**src/rtl/fdiv_issue_ctrl.sv**
```systemverilog
// fdiv_issue_ctrl
// Issue/retire controller for a fixed-latency, non-stallable FP divide pipe.
// Each accepted request is launched into the pipe immediately. A valid/tag
// shift register follows every op through the pipe, and each result is
// captured into a response FIFO. Credits (ops in flight + FIFO occupancy)
// reserve a FIFO slot for every launched op, so the pipe never has to stall
// and no result is ever dropped.
// Optional feature macro: FDIV_DZ_FLAG_EN adds the resp_dz output. The flag
// marks a nonzero dividend divided by a zero or subnormal divisor.
module fdiv_issue_ctrl #(
    parameter int LATENCY = 7,
    parameter int DEPTH   = 8,
    parameter int TAG_W   = 6
) (
    input  logic             clk,
    input  logic             rst,
    input  logic             req_valid,
    output logic             req_ready,
    input  logic [31:0]      req_x,
    input  logic [31:0]      req_y,
    input  logic [TAG_W-1:0] req_tag,
    output logic [31:0]      pipe_x,
    output logic [31:0]      pipe_y,
    input  logic [31:0]      pipe_res,
    output logic             resp_valid,
    input  logic             resp_ready,
    output logic [31:0]      resp_data,
    output logic [TAG_W-1:0] resp_tag,
    output logic             busy
`ifdef FDIV_DZ_FLAG_EN
    ,
    output logic             resp_dz
`endif
);

    localparam int CW = $clog2(DEPTH + 1);
    localparam int PW = (DEPTH > 1) ? $clog2(DEPTH) : 1;
`ifdef FDIV_DZ_FLAG_EN
    localparam int SW = TAG_W + 1;   // {dz, tag}
`else
    localparam int SW = TAG_W;       // tag only
`endif

    // Advance a FIFO pointer with wrap at DEPTH (DEPTH need not be a power of two)
    function automatic logic [PW-1:0] ptr_inc(input logic [PW-1:0] p);
        return (p == PW'(DEPTH - 1)) ? {PW{1'b0}} : p + PW'(1);
    endfunction

`ifdef FDIV_DZ_FLAG_EN
    // Divide-by-zero flag: divisor exponent zero (zero/subnormal) and dividend nonzero
    function automatic logic dz_detect(input logic [31:0] x, input logic [31:0] y);
        return (y[30:23] == 8'h00) && (x[30:0] != 31'd0);
    endfunction
`endif

    logic [LATENCY-1:0] vld_sr_r;
    logic [SW-1:0]      side_sr_r [LATENCY];
    logic [31:0]        mem_data_r [DEPTH];
    logic [SW-1:0]      mem_side_r [DEPTH];
    logic [PW-1:0]      wr_ptr_r;
    logic [PW-1:0]      rd_ptr_r;
    logic [CW-1:0]      inflight_r;
    logic [CW-1:0]      count_r;
    logic               resp_valid_r;
    logic               busy_r;

    logic               launch_s;
    logic               push_s;
    logic               pop_s;
    logic [SW-1:0]      side_in_s;
    logic [CW-1:0]      inflight_nxt_s;
    logic [CW-1:0]      count_nxt_s;
    logic [CW:0]        credit_sum_s;

    // The pipe sees the request operands every cycle; non-launched slots are ignored
    assign pipe_x = req_x;
    assign pipe_y = req_y;

    // Handshake qualifiers and credit arithmetic from registered state only
    always_comb begin
        credit_sum_s   = {1'b0, inflight_r} + {1'b0, count_r};
        req_ready      = ~rst & (credit_sum_s < (CW + 1)'(DEPTH));
        launch_s       = req_valid & req_ready;
        push_s         = vld_sr_r[LATENCY-1];
        pop_s          = resp_valid_r & resp_ready;
        inflight_nxt_s = inflight_r + CW'(launch_s) - CW'(push_s);
        count_nxt_s    = count_r + CW'(push_s) - CW'(pop_s);
`ifdef FDIV_DZ_FLAG_EN
        side_in_s      = {dz_detect(req_x, req_y), req_tag};
`else
        side_in_s      = req_tag;
`endif
    end

    // Track launched ops through the pipe: valid bit plus side info per stage
    always_ff @(posedge clk) begin
        if (rst) begin
            vld_sr_r <= '0;
            for (int i = 0; i < LATENCY; i++) begin
                side_sr_r[i] <= '0;
            end
        end else begin
            vld_sr_r[0]  <= launch_s;
            side_sr_r[0] <= side_in_s;
            for (int i = 1; i < LATENCY; i++) begin
                vld_sr_r[i]  <= vld_sr_r[i-1];
                side_sr_r[i] <= side_sr_r[i-1];
            end
        end
    end

    // Circular response FIFO; storage cleared on reset so the head never reads X
    always_ff @(posedge clk) begin
        if (rst) begin
            wr_ptr_r <= '0;
            rd_ptr_r <= '0;
            for (int i = 0; i < DEPTH; i++) begin
                mem_data_r[i] <= '0;
                mem_side_r[i] <= '0;
            end
        end else begin
            if (push_s) begin
                mem_data_r[wr_ptr_r] <= pipe_res;
                mem_side_r[wr_ptr_r] <= side_sr_r[LATENCY-1];
                wr_ptr_r             <= ptr_inc(wr_ptr_r);
            end
            if (pop_s) begin
                rd_ptr_r <= ptr_inc(rd_ptr_r);
            end
        end
    end

    // Credit counters and registered status outputs
    always_ff @(posedge clk) begin
        if (rst) begin
            inflight_r   <= '0;
            count_r      <= '0;
            resp_valid_r <= 1'b0;
            busy_r       <= 1'b0;
        end else begin
            inflight_r   <= inflight_nxt_s;
            count_r      <= count_nxt_s;
            resp_valid_r <= (count_nxt_s != CW'(0));
            busy_r       <= (inflight_nxt_s != CW'(0)) | (count_nxt_s != CW'(0));
        end
    end

    assign resp_valid = resp_valid_r;
    assign busy       = busy_r;
    assign resp_data  = mem_data_r[rd_ptr_r];
    assign resp_tag   = mem_side_r[rd_ptr_r][TAG_W-1:0];
`ifdef FDIV_DZ_FLAG_EN
    assign resp_dz    = resp_valid_r & mem_side_r[rd_ptr_r][TAG_W];
`endif

endmodule

```
**config.mk**
```make
export PLATFORM = sky130hd
export DESIGN_NAME = fdiv_issue_ctrl
export DESIGN_NICKNAME = d
export VERILOG_FILES = /design/src/rtl/fdiv_issue_ctrl.sv
export SDC_FILE = /design/constraint.sdc
export NUM_CORES = 1
export LEC_CHECK = 0
export CAP_MARGIN = 20
export CORE_ASPECT_RATIO = 1.1
export CORE_MARGIN = 2
export CORE_UTILIZATION = 60
export CTS_CLUSTER_SIZE = 24
export DETAILED_ROUTE_END_ITERATION = 12
export PLACE_DENSITY = 0.86
export REMOVE_ABC_BUFFERS = 1
export SYNTH_ARGS = -nofsm -noshare
export SYNTH_HDL_FRONTEND = slang
export SYNTH_SLANG_ARGS = --single-unit
```
**constraint.sdc**
```tcl
create_clock -name clk -period 6.65 [get_ports clk]
set_clock_uncertainty 0.05 [all_clocks]
set_input_delay 1.33 -clock clk [delete_from_list [all_inputs] [get_ports clk]]
set_output_delay 1.33 -clock clk [all_outputs]
set_load 0.03 [all_outputs]
```
After elaboration in Yosys (flattened, before gate mapping)
Memories as Yosys holds them, arrays and structs flattened. A register that Yosys moved wholly into a read port is not among the register bits.
Index checks and enable logic that the tools add are counted.
{"block": "totals", "input_bits": 106, "elab_cells": 61, "memories": 3, "ramBits": 346, "register_bits": 23, "output_inout_bits": 105}
{"memory": "mem_data_r", "words": 8, "word_bits": 32, "read_ports": 1, "rd_ports_with_merged_regs": 1, "write_ports": 8, "line": "58", "text": "logic [31:0] mem_data_r [DEPTH];"}
{"memory": "mem_side_r", "words": 8, "word_bits": 6, "read_ports": 1, "rd_ports_with_merged_regs": 1, "write_ports": 8, "line": "59", "text": "logic [SW-1:0] mem_side_r [DEPTH];"}
{"memory": "side_sr_r", "words": 7, "word_bits": 6, "read_ports": 7, "rd_ports_with_merged_regs": 0, "write_ports": 7, "line": "57", "text": "logic [SW-1:0] side_sr_r [LATENCY];"}
{"block": "classes", "n_addsub": 7, "n_bitwise": 12, "eq_ne": 2, "order_cmp": 1, "n_mux": 25, "reduce_logical": 4}
{"operator": "$mux 6", "count": 8}
{"operator": "$mux 32", "count": 1}
{"operator": "$reduce_or 32->1", "count": 1}
{"operator": "$mux 3", "count": 8}
{"operator": "$add 4x1->4", "count": 2}
{"operator": "$mux 1", "count": 8}
{"operator": "$or 1x1->1", "count": 8}
{"operator": "$reduce_bool 4->1", "count": 2}
{"operator": "$sub 4x1->4", "count": 2}
{"operator": "$add 3x1->3 const B", "count": 2}
{"operator": "$eq 3x3->1 const B", "count": 2}
{"operator": "$reduce_or 6->1", "count": 1}
{"operator": "$add 4x4->5", "count": 1}
{"operator": "$lt 5x4->1 const B", "count": 1}
{"operator": "$and 1x1->1", "count": 3}
{"operator": "$not 1->1", "count": 1}

Depth between registers and ports, before layout
Gate-level depths: netlist of the first run.
{"block": "logic_depth", "depth_word": 8, "mapped_depth": 12, "mapped_depth_nobuf": 12}

Least setup slack after synthesis of the first run
OpenSTA, ideal clock, no wires.
{"block": "synth_timing", "path_kind": "in2reg", "from": "input port rst", "to": "register busy_r, in the netlist busy", "slack_ps": 2525, "required_ps": 6469, "setup_ps": 131, "t_arrival_ps": 3944, "n_path_buf": 1, "path_stages": 12, "cell_sequence": "clkbuf_1 or4_1 a21oi_1 and2_1 inv_1 ha_1 inv_1 ha_1 fa_1 xnor2_1 a41o_1 o211ai_1"}
{"block": "synth_via", "elab_chain_len": 7}
{"element": "from (decl)", "line": "16", "text": "input logic rst,"}
{"element": "$not 1->1", "line": "82", "text": "req_ready = ~rst & (credit_sum_s < (CW + 1)'(DEPTH));"}
{"element": "$and 1x1->1", "line": "82"}
{"element": "net req_ready", "line": "18", "text": "output logic req_ready,"}
{"element": "$and 1x1->1", "line": "83", "text": "launch_s = req_valid & req_ready;"}
{"element": "$add 4x1->4", "line": "86", "text": "inflight_nxt_s = inflight_r + CW'(launch_s) - CW'(push_s);"}
{"element": "$sub 4x1->4", "line": "86"}
{"element": "$reduce_bool 4->1", "line": "144", "text": "busy_r <= (inflight_nxt_s != CW'(0)) | (count_nxt_s != CW'(0));"}
{"element": "$or 1x1->1", "line": "144"}
{"element": "to (signal assigned)", "line": "144"}
{"element": "to (decl)", "line": "65", "text": "logic busy_r;"}
The timed path passes the listed nets, and every way through them passes these cells.
A chain may end at the register's enable or synchronous reset.

==> impl_metrics.env, run 1 <==
export IMPL_min_from="side_sr_r[1][2]$_SDFF_PP0_"
export IMPL_grt_max_degree=80
export IMPL_clock_latency_ns=0.52
export IMPL_hpwl_um=20400
export IMPL_antenna_found_initial=2
export IMPL_cts_tree="done"
export IMPL_nets=1200
export IMPL_synthCells=1062
export IMPL_drv_slew=0
export IMPL_drc=0
export IMPL_wl_per_cell_um=25.8
export IMPL_tightest_slew_ns=1.10
export IMPL_pin_count=211
export IMPL_setup_viol=0
export IMPL_design_area_um2=18200
export IMPL_grt_pass1_vias=9123
export IMPL_cts_sinks=372
export IMPL_wl_um=37800
export IMPL_path_class="reg -> out"
export IMPL_avgSynthCellArea_um2=15.3
export IMPL_vias=8738
export IMPL_leakage_nw=6.64
export IMPL_highest_layer="met5"
export IMPL_slew_headroom_pct=26.7
export IMPL_numCtsBuffers=38
export IMPL_hp_class="reg -> reg"
export IMPL_yosysWarningCount=0
export IMPL_die_area_um2=28400
export IMPL_r2r_start="inflight_r[3]$_SDFF_PP0_"
export IMPL_wl_met2_um=18000
export IMPL_setup_worst_path_end_class="output pin"
export IMPL_final_common_cell="and2_1"
export IMPL_wl_met1_um=13400
export IMPL_fin_crit_ns=4.80
export IMPL_track_usage_pct=27.2
export IMPL_fin_setup_tns_ns=0
export IMPL_synth_top_area_share_pct=56.1
export IMPL_r2r_end="busy$_SDFF_PP0_"
export IMPL_dpl_cell_area_um2=16900
export IMPL_post_place_cells=1394
export IMPL_cts_setup_buffers=0
export IMPL_status="completed"
export IMPL_timing_max_cap_violations=0
export IMPL_place_gp_congestion=0.720
export IMPL_drtIter0Drc=971
export IMPL_fmax_mhz=208
export IMPL_yosys_area_top_type="edfxtp_1"
export IMPL_ff2ff_path_depth=12
export IMPL_path_clk_slew_ns=0.06
export IMPL_wl_met3_um=5130
export IMPL_synth_area_um2=16300
export IMPL_root_buffer="clkbuf_16"
export IMPL_final_setup_worst_slack_ns=1.85
export IMPL_die_h_um=177
export IMPL_overflow=0
export IMPL_grt_setup_unrepaired="no"
export IMPL_final_cell_count_no_fill=1465
export IMPL_dr_pass1_iters=7
export IMPL_synth_distinct_cells=35
export IMPL_hold_depth=1
export IMPL_area_growth_pct=11.8
export IMPL_power_density_nw_per_um2=305
export IMPL_cp_max_fo=46
export IMPL_critPathArrivalTime_ns=3.42
export IMPL_clockBufferDepth=3
export IMPL_rows=63
export IMPL_reg2reg_setup_slack_ns=3.47
export IMPL_finalHoldViolCount=0
export IMPL_post_cts_resize_count=0
export IMPL_nFillCells=1711
export IMPL_initial_core_util_pct=60.7
export IMPL_critPathLaunchType="flop"
export IMPL_holdBufCountCts=0
export IMPL_yosys_top_cells_area="edfxtp_1 (56%), and2_1 (12%), mux4_2 (11%), dfxtp_1 (8.4%), buf_4 (3.0%)"
export IMPL_yosysSeqAreaShare_pct=64.5
export IMPL_fp_dieW_um=161
export IMPL_hold_end="side_sr_r[2][2]$_SDFF_PP0_"
export IMPL_crit_required_ns=5.27
export IMPL_pre_cts_slack_ns=2.32
export IMPL_layout_common_cells="and2_1 (305), edfxtp_1 (304), clkdlybuf4s50_1 (81), mux4_2 (76), dfxtp_1 (65)"
export IMPL_cts_max_level=2
export IMPL_drive_gt1_share_pct=19.3
export IMPL_postRouteAntennaNets=0
export IMPL_design_core_area_um2=26800
export IMPL_irDropWorstVdd_uv=316
export IMPL_io_buffers=82
export IMPL_synth_seq_cells=372
export IMPL_grt_first_pass_wirelength_um=56000
export IMPL_fin_crit_sh_pct=72.2
export IMPL_viasPerCell=5.96
[sequential cells by signal, indices dropped and copies added (netlist names), named ones only]
name,flops
mem_data_r,256
mem_side_r,48
side_sr_r,42
vld_sr_r,7
count_r,4
inflight_r,4
rd_ptr_r,3
wr_ptr_r,3
busy,1
resp_valid,1
[per-stage QoR]
stage	hold slack, ns	utilization [%]	total power, W
2_1_floorplan	0.364	-	0.00324
3_3_place_gp	0.365	63.2	0.00347
3_5_place_dp	0.370	63.2	0.00350
4_1_cts	0.385	67.8	0.00558
5_1_grt	0.396	67.8	0.00572
6_report	0.382	67.8	0.00554
[area by class of cell]
type	count	area (µm²)	area share (%)
inverters	13	48.8	0.268
clock inverters	27	233	1.28
multi-input cells	550	4980	27.4
diodes	1	2.50	0.0138
well taps	357	447	2.46
clock buffers	43	1000	5.50
repair buffers	102	966	5.31
flip-flops and latches	372	10500	57.8
[kinds of logic (layout without fill, tap and decap cells)]
kind of cell	count (synthesis)	in the layout	share of synthesized area [%]
AO/OA/AOI/OAI	14	14	0.554
XOR/XNOR	5	5	0.269
adder cells (fa/ha/maj)	17	17	1.40
buffers and inverters	140	185	5.02
flip-flops	372	372	64.5
multiplexers	117	117	13.3
other	0	1	0
AND/OR/NAND/NOR	397	397	14.9
[synth_stat cells (all sizes together)]
master and n:
fa 2, nor2b 50, clkbuf 44, mux2 38, and2 305, mux2i 3, dfxtp 68, o21ai 2
and3 1, inv 13, nor4 2, buf 83, or4 1, ha 15, a41o 1, o211ai 1
nor3 1, or3 1, nand2b 1, a31o 2, a21o 2, or2 8, a21oi 6, mux4 76
nor2 18, nand3b 1, nand2 7, xor2 3, edfxtp 304, or3b 1, xnor2 2
[critical path: stages, from the launching register on]
cell and delay (ns):
dfxtp_4 0.96, buf_4 0.45, mux4_2 0.54, mux2_2 0.31
clkdlybuf4s50_1 0.60
[layer usage]
metal / global-route usage (%) / up-vias
met1: 32.9 / 4312
met3: 12.5 / 87
met4: 9.15 / 10
li1: - / 3753
met5: 8.04 / -
met2: 42.8 / 576
[how the worst max path moves through the flow]
stage	end	from	depth (start not counted)	slack, ns
detailed placement	resp_data[5]	flop	4	2.32
global placement	resp_data[5]	flop	4	2.35
finish	resp_data[0]	flop	4	1.85
global route	resp_data[5]	flop	4	1.64
floorplan	resp_data[0]	flop	2	1.06
CTS	resp_data[5]	flop	4	1.77
[report_power, final]
group	total, W	switching [W]	internal, W
Clock	0.00209	0.000887	0.00121
Sequential	0.00271	0.0000971	0.00261
Combinational	0.000738	0.000362	0.000375
Total	0.00554	0.00135	0.00419
Note: power is estimated with default switching activity, not from simulation.
==> run 2, diff against run 1 <==
--- a/config.mk
+++ b/config.mk
@@ -8,10 +8,10 @@
 export CAP_MARGIN = 20
 export CORE_ASPECT_RATIO = 1.1
 export CORE_MARGIN = 2
-export CORE_UTILIZATION = 60
+export CORE_UTILIZATION = 50
 export CTS_CLUSTER_SIZE = 24
 export DETAILED_ROUTE_END_ITERATION = 12
-export PLACE_DENSITY = 0.86
+export PLACE_DENSITY = 0.76
 export REMOVE_ABC_BUFFERS = 1
 export SYNTH_ARGS = -nofsm -noshare
 export SYNTH_HDL_FRONTEND = slang
==> constraint.sdc (replaced) <==
create_clock -name clk -period 4.27 [get_ports clk]
set_clock_uncertainty 0.05 [all_clocks]
set_input_delay 0.854 -clock clk [delete_from_list [all_inputs] [get_ports clk]]
set_output_delay 0.854 -clock clk [all_outputs]
set_load 0.03 [all_outputs]
==> impl_metrics.env, run 2 (synthesis gave the netlist of run 1 again) <==
export IMPL_status="completed"
export IMPL_place_gp_congestion=0.738
export IMPL_p_sw_w=0.00205
export IMPL_clock_latency_ns=0.52
export IMPL_hpwl_um=21700
export IMPL_cts_setup_buffers=0
export IMPL_die_h_um=193
export IMPL_power_density_nw_per_um2=471
export IMPL_crit_cells=4
export IMPL_crit_chain="buf_4 -> mux4_2 -> mux2_2 -> clkdlybuf4s50_1"
export IMPL_crit_family="buffers and inverters"
export IMPL_die_area_um2=34000
export IMPL_dpl_cell_area_um2=17100
export IMPL_holdBufCountCts=0
export IMPL_wl_per_cell_um=24.3
export IMPL_setup_viol=0
export IMPL_grt_first_pass_wirelength_um=56000
export IMPL_leakage_nw=6.69
export IMPL_fin_crit_sh_pct=88.6
export IMPL_cp_max_fo=14
export IMPL_cp_slowest_cell="clkdlybuf4s50_1"
export IMPL_slew_headroom_pct=38.6
export IMPL_postRouteAntennaNets=0
export IMPL_p_comb_share_pct=14.2
export IMPL_vias=8524
export IMPL_overflow=0
export IMPL_clock_power_share_pct=37.7
export IMPL_setup_worst_path_end_class="output pin"
export IMPL_drc=0
export IMPL_cts_sinks=372
export IMPL_reg_top3="mem_data_r: 256 flops, mem_side_r: 48 flops, side_sr_r: 42 flops"
export IMPL_grt_setup_unrepaired="no"
export IMPL_top_register="mem_data_r"
export IMPL_final_common_cell="and2_1"
export IMPL_fin_crit_ns=3.78
export IMPL_nFillCells=2432
export IMPL_irDropWorstVdd_uv=407
export IMPL_tightest_slew_ns=0.921
export IMPL_antenna_found_initial=3
export IMPL_nets=1206
export IMPL_numCtsBuffers=39
export IMPL_hp_class="reg -> reg"
export IMPL_design_area_um2=18400
export IMPL_cts_tree="done"
export IMPL_wl_um=37400
export IMPL_drtIter0Drc=782
export IMPL_seq_area_um2=10500
export IMPL_viasPerCell=5.55
export IMPL_max_stage_delay_ns=0.60
export IMPL_timing_max_cap_violations=0
export IMPL_finalHoldViolCount=0
export IMPL_postLayoutCoreUtil_pct=57.1
export IMPL_post_cts_resize_count=0
export IMPL_initial_core_util_pct=50.5
export IMPL_largest_register_ffs=256
export IMPL_design_core_area_um2=32200
export IMPL_ff2ff_path_depth=12
export IMPL_grt_max_degree=69
export IMPL_io_buffers=82
export IMPL_hold_depth=1
export IMPL_layout_common_cells="and2_1 (305), edfxtp_1 (304), clkdlybuf4s50_1 (81), mux4_2 (76), dfxtp_1 (65)"
export IMPL_critPathLaunchType="flop"
export IMPL_fmax_mhz=264
export IMPL_grt_pass1_vias=8736
export IMPL_clockBufferDepth=3
export IMPL_path_clk_slew_ns=0.05
export IMPL_switching_share_pct=23.7
export IMPL_pin_count=211
export IMPL_rows=69
export IMPL_holdWs_ns=0.382
export IMPL_path_buf_inv=2
export IMPL_track_usage_pct=22.6
export IMPL_fp_dieW_um=176
export IMPL_crit_required_ns=3.37
export IMPL_p_int_w=0.00660
export IMPL_critPathArrivalTime_ns=2.88
export IMPL_drive_gt1_share_pct=19.4
export IMPL_cts_max_level=2
export IMPL_area_growth_pct=13.0
export IMPL_dr_pass1_iters=5
export IMPL_drv_slew=0
export IMPL_root_buffer="clkbuf_16"
export IMPL_multi_input_comb_area_um2=4980
export IMPL_path_class="reg -> out"
export IMPL_seq_power_share_pct=48.1
-- run 2: cell types whose count changed in the layout (fill, tap and decap cells not counted), sizes merged --
cell      delta
buf          +5
clkbuf      +11
clkinv       -8
bufinv       -1
inv          -4
clkinvlp     -1
diode        +1
-- run 2: metal layers --
layer / part of all wire, % / up-vias / global-route usage, %
met5: 0.55 / - / 4.74
met4: 1.8 / 8 / 5.37
met3: 11 / 60 / 9.45
met2: 46 / 363 / 34.2
met1: 41 / 4332 / 30.3
li1: - / 3761 / -
-- run 2: area by class of cell --
| class | instances | area share [%] |
|---|---|---|
| well taps | 426 | 2.90 |
| clock buffers | 54 | 6.02 |
| flip-flops and latches | 372 | 57.1 |
| diodes | 2 | 0.0272 |
| multi-input cells | 550 | 27.1 |
| repair buffers | 107 | 5.87 |
| inverters | 13 | 0.265 |
| clock inverters | 13 | 0.687 |
-- run 2: worst register-to-register path: stages, from the launching register on --
cell,delay (ns)
dfxtp_1,0.32
ha_1,0.28
or4_1,0.51
a21oi_1,0.16
and2_1,0.16
inv_1,0.04
ha_1,0.26
inv_1,0.04
ha_1,0.20
fa_1,0.40
xnor2_1,0.21
a41o_1,0.18
o211ai_1,0.08
-- run 2: worst paths after layout --
kind	from	slack [ns]	end
setup reg to reg	inflight_r[3]$_SDFF_PP0_	1.24	busy$_SDFF_PP0_
hold reg to reg	side_sr_r[4][0]$_SDFF_PP0_	0.38	side_sr_r[5][0]$_SDFF_PP0_
setup / recovery	flop	0.49	resp_data[9]
hold / removal	side_sr_r[4][0]$_SDFF_PP0_	0.38	side_sr_r[5][0]$_SDFF_PP0_
-- run 2: through the flow --
step	setup TNS, ns	power, W	setup WS [ns]	cells
6_report	0	0.00865	0.486	1537
4_1_cts	0	0.00874	0.430	1535
3_3_place_gp	0	0.00546	0.919	1468
3_5_place_dp	0	0.00548	0.860	1468
5_1_grt	0	0.00898	0.364	1536
2_1_floorplan	-32.07	0.00505	-0.844	935
-- run 2: power by group through the flow --
stage	Clock [W]	Combinational, W	Sequential (W)
floorplan	0	0.000758	0.00429
global placement	0	0.00123	0.00423
detailed placement	0	0.00124	0.00424
CTS	0.00332	0.00125	0.00417
global route	0.00347	0.00133	0.00418
finish	0.00326	0.00123	0.00416
==> run 3, diff against run 2 <==
--- a/config.mk
+++ b/config.mk
@@ -9,7 +9,6 @@
 export CORE_ASPECT_RATIO = 1.1
 export CORE_MARGIN = 2
 export CORE_UTILIZATION = 50
-export CTS_CLUSTER_SIZE = 24
 export DETAILED_ROUTE_END_ITERATION = 12
 export PLACE_DENSITY = 0.76
 export REMOVE_ABC_BUFFERS = 1
==> results of run 3 <==
The final DEF is identical to that of run 2; final timing and power are the same.
